File: config.mk
export PLATFORM = sky130hd
export DESIGN_NAME = pulse_meter
export DESIGN_NICKNAME = d
export VERILOG_FILES = /design/src/rtl/pulse_meter.sv
export SDC_FILE = /design/constraint.sdc
export NUM_CORES = 1
export LEC_CHECK = 0
export ABC_CLOCK_PERIOD_IN_PS = 2500
export CAP_MARGIN = 15
export CORE_ASPECT_RATIO = 1.25
export CORE_MARGIN = 1
export CORE_UTILIZATION = 40
export CTS_BUF_LIST = sky130_fd_sc_hd__clkbuf_8
export CTS_CLUSTER_SIZE = 28
export DETAILED_ROUTE_END_ITERATION = 10
export DONT_BUFFER_PORTS = 1
export PLACE_DENSITY = 0.61
export REMOVE_ABC_BUFFERS = 1
export SYNTH_ARGS = -nofsm -noshare
export SYNTH_HDL_FRONTEND = slang
export SYNTH_SLANG_ARGS = --single-unit
File: constraint.sdc
create_clock -name clk -period 2.5 [get_ports clk]
set_clock_uncertainty 0.15 [all_clocks]
set_input_delay 0.5 -clock clk [delete_from_list [all_inputs] [get_ports clk]]
set_output_delay 0.5 -clock clk [all_outputs]
set_load 0.1 [all_outputs]
File: src/rtl/pulse_meter.sv
// Measures the length of each high pulse on `pulse` in clock cycles and hands the count to a
// consumer over a valid/ack handshake. The count saturates at 2^WIDTH-1 and the result is flagged.
module pulse_meter #(
  parameter int unsigned WIDTH = 16
) (
  input  logic             clk,
  input  logic             reset_n,
  input  logic             pulse,
  input  logic             ack,
  output logic [WIDTH-1:0] cycles,
  output logic             valid,
  output logic             overflow,
  output logic             measuring,
  output logic             missed
);

  typedef enum logic [1:0] {StIdle, StMeasure, StHold} state_e;

  localparam logic [WIDTH-1:0] CountMax = '1;
  localparam logic [WIDTH-1:0] CountOne = WIDTH'(1);

  state_e           state_q, state_d;
  logic             pulse_q;
  logic [WIDTH-1:0] count_q, count_d;
  logic             sat_q, sat_d;
  logic [WIDTH-1:0] cycles_q, cycles_d;
  logic             valid_q, valid_d;
  logic             overflow_q, overflow_d;
  logic             measuring_q, measuring_d;
  logic             missed_q, missed_d;
  logic             start;

  assign start = pulse & ~pulse_q;

  always_comb begin
    state_d     = state_q;
    count_d     = count_q;
    sat_d       = sat_q;
    cycles_d    = cycles_q;
    valid_d     = valid_q;
    overflow_d  = overflow_q;
    measuring_d = measuring_q;
    missed_d    = missed_q;
    unique case (state_q)
      StIdle: begin
        if (start) begin
          count_d     = CountOne;
          sat_d       = 1'b0;
          measuring_d = 1'b1;
          state_d     = StMeasure;
        end
      end
      StMeasure: begin
        if (pulse) begin
          if (count_q == CountMax) begin
            sat_d = 1'b1;
          end else begin
            count_d = count_q + CountOne;
          end
        end else begin
          cycles_d    = count_q;
          overflow_d  = sat_q;
          valid_d     = 1'b1;
          sat_d       = 1'b0;
          measuring_d = 1'b0;
          state_d     = StHold;
        end
      end
      StHold: begin
        // A rise during HOLD is lost even if ack arrives on the same edge.
        if (start) begin
          missed_d = 1'b1;
        end
        if (ack) begin
          valid_d    = 1'b0;
          overflow_d = 1'b0;
          state_d    = StIdle;
        end
      end
      default: begin
        state_d = StIdle;
      end
    endcase
  end

  // pulse_q resets high so a pulse already asserted at reset release is not counted.
  always_ff @(posedge clk or negedge reset_n) begin
    if (!reset_n) begin
      state_q     <= StIdle;
      pulse_q     <= 1'b1;
      count_q     <= '0;
      sat_q       <= 1'b0;
      cycles_q    <= '0;
      valid_q     <= 1'b0;
      overflow_q  <= 1'b0;
      measuring_q <= 1'b0;
      missed_q    <= 1'b0;
    end else begin
      state_q     <= state_d;
      pulse_q     <= pulse;
      count_q     <= count_d;
      sat_q       <= sat_d;
      cycles_q    <= cycles_d;
      valid_q     <= valid_d;
      overflow_q  <= overflow_d;
      measuring_q <= measuring_d;
      missed_q    <= missed_d;
    end
  end

  assign cycles    = cycles_q;
  assign valid     = valid_q;
  assign overflow  = overflow_q;
  assign measuring = measuring_q;
  assign missed    = missed_q;

endmodule

==> impl_metrics.tcl <==
set metrics [dict create \
    status "finished, final reports clean" \
    gr-usage-all-layers_pct 17.0 \
    nNetsFinal 174 \
    r2r-start "state_q[1]$_DFFE_PN0P_" \
    yosysTopAreaCellShare_pct 53.1 \
    area_delta_synth_final_pct 13.6 \
    finalCritPeriodShare_pct 84.2 \
    h-tree-depth 2 \
    max_stage_delay_ps 530 \
    cp_max_fo 12 \
    numCtsBuffers 5 \
    core_area_um2 4430 \
    vias 1274 \
    ys_seq_area_share_pct 54.5 \
    max_freq_ghz 0.475 \
    clk_pin_slew_ps 70 \
    holdPathEnd "pulse_q$_DFF_PN1_" \
    ir_drop_v 0.000570 \
    io_buffers 0 \
    max_slew_margin_pct 39.3 \
    setup_viol 0 \
    grt_max_degree 41 \
    synthTopCellsByArea "dfrtp_1 (53%), mux2_2 (9.8%), xnor2_1 (3.8%)" \
    critPathMostFrequentCell "nand2_1" \
    rows 27 \
    stdcell_area_um2 2090 \
    hold_path_class "input port to flop" \
    crit_chain "nor2b_1 -> nand2_1 -> a21o_4 -> or4_1 -> nand2_1" \
    final_hold_viol_count 0 \
    drc 0 \
    crit_slowest_cell "dfrtp_1" \
    clockBufferDepth 2 \
    ys_ff_latch 40 \
    die_h_um 77.8 \
    grt_pass1_vias 1334 \
    synth_edf_count 0 \
    min_path_cells 0 \
    arrival_ps 2190 \
    synth.distinct_cells 43 \
    root_buffer "clkbuf_8" \
    layout-drive-gt1-share_pct 22.9 \
    ff2ff_path_depth 5 \
    wl_per_cell_um 16.0 \
    cts_tree "built" \
    hp-start "pulse" \
    die_area_um2 4880 \
    die_w_um 62.7 \
    synth-main-ff-cell "dfrtp_1" \
    critPathKind "flop to flop" \
    synth_cells 158 \
    mostFrequentLayoutCell "dfrtp_1" \
    drtIter0Drc 41 \
    wl_mm 3.65 \
    ys_async_sr_fraction_pct 100 \
    netlist_area_um2 1840 \
    ios 24 \
    r2r_slack_ps 390 \
    rsz0062_at_grt "false" \
    globalplace.congestion 0.810 \
    start_util_pct 41.6 \
    post_dp_cell_area_um2 1930 \
    cts.repair.resized 0 \
    tns_ps 0 \
    final_cell_mix "dfrtp_1 (39), nor2_1 (17), mux2_2 (16)" \
    leakage_nw 0.960 \
    cp.required_ps 2590 \
    fillers 411 \
    dp_hpwl_mm 2.53 \
    worst_skew_pair.late_latency_ps 300 \
    grt_pass1_wl_mm 6.27 \
    yosys_warnings 0 \
    detail-route-antenna-nets 0 \
    cp-start-kind "flop" \
    finalCriticalPeriod_ps 2110 \
    drt-pass1-iter-count 4 \
    cap_violations 0 \
    grt-ovfl-total 0 \
    drv_slew 0 \
    yosys.area.top_type "dfrtp_1" \
    setup.worst_path.end_class "flop" \
    clock-sinks 40 \
    p_per_area_nw_per_um2 862 \
    antenna_found_initial 0 \
    rr_endpoint "count_q[3]$_DFFE_PN0P_" \
    antenna_cells 0 \
    syn_area_per_cell_um2 11.6 \
    tightestPinTransition_ps 910 \
    drt-vias-per-instance 5.59 \
]
==> Yosys cell counts, types with 2 or more instances <==
master    instances
a21o_1            2
a21oi_1           7
and4_1            2
and4_4            2
clkbuf_1          2
dfrtp_1          39
inv_1             3
mux2_2           16
mux2i_1           2
nand2_1          14
nand2b_1          4
nand4_1           6
nor2_1           17
nor2b_1           2
nor4_1            3
o21ai_0           2
or3_1             2
xnor2_1           8
==> area by class of cell <==
type	instances	area (um2)	share of cell area, %
inverter	3	11.3	0.539
clock buffer	7	96.3	4.61
sequential	40	1000	48.0
timing repair buffer	8	75.1	3.59
tap	58	72.6	3.47
multi-input combinational	111	802	38.4
clock inverter	1	30.0	1.44
==> where the power goes <==
group	total, mW	switching [mW]	internal (mW)	leakage (nW)
logic	0.260	0.173	0.0871	0.364
registers	0.966	0.265	0.701	0.531
clock network	0.574	0.222	0.352	0.0645
==> stage by stage <==
step                hold WS [ps]  util [%]  cells  total power, mW  setup slack, ps
CTS                         40.6      47.2    228             1.81              427
detailed placement          55.6      43.7    218             1.22              445
floorplan                   54.4         -    154             1.16              581
finish                      46.6      47.2    228             1.80              395
global route                33.6      47.2    228             1.86              266
global placement            55.6      43.7    218             1.22              529
==> state kept, by name, indices dropped and copies added (netlist names) <==
signal	flops
count_q	16
overflow	1
state_q	2
sat_q	1
measuring	1
cycles	16
pulse_q	1
missed	1
valid	1
==> worst max-delay path, delay by kind of cell, from the launching register on <==
kind | cells | cell delay, ps
compound gates | 1 | 290
flops | 1 | 530
simple gates | 4 | 1090
==> per-layer routing <==
metal / vias up / track usage (%) / part of all wire [%]
met5: - / 0 / 0
met2: 31 / 27.8 / 50
met4: 0 / 9.53 / 2.2
met1: 637 / 18.9 / 43
li1: 599 / - / -
met3: 7 / 6.32 / 4.6
==> what timing repair did <==
action | in CTS | in global routing
hold endpoints to repair | 40 | 0
buffers inserted | 0 | 0
hold buffers | 2 | 0
==> worst max-delay path by stage <==
stage                                      start                      end  slack (ps)  cells after the start
after global routing      state_q[1]$_DFFE_PN0P_   count_q[3]$_DFFE_PN0P_         270                      5
after CTS                 state_q[1]$_DFFE_PN0P_   count_q[3]$_DFFE_PN0P_         430                      5
after global placement    state_q[1]$_DFFE_PN0P_   count_q[3]$_DFFE_PN0P_         530                      5
after detailed placement  state_q[1]$_DFFE_PN0P_   count_q[3]$_DFFE_PN0P_         450                      5
after floorplan                            pulse  count_q[11]$_DFFE_PN0P_         580                      4
final                     state_q[1]$_DFFE_PN0P_   count_q[3]$_DFFE_PN0P_         390                      5
==> cells by family (layout without fill, tap and decap cells) <==
kind of cell | after synthesis | count (layout) | synth area share (%)
mux | 18 | 18 | 10.9
simple gates | 62 | 62 | 19.1
fa+ha+maj | 1 | 1 | 0.680
buf+inv | 7 | 19 | 1.90
xor+xnor | 8 | 8 | 3.81
compound gates | 22 | 22 | 9.12
flops | 40 | 40 | 54.5
Note: power is estimated with default switching activity, not from simulation.
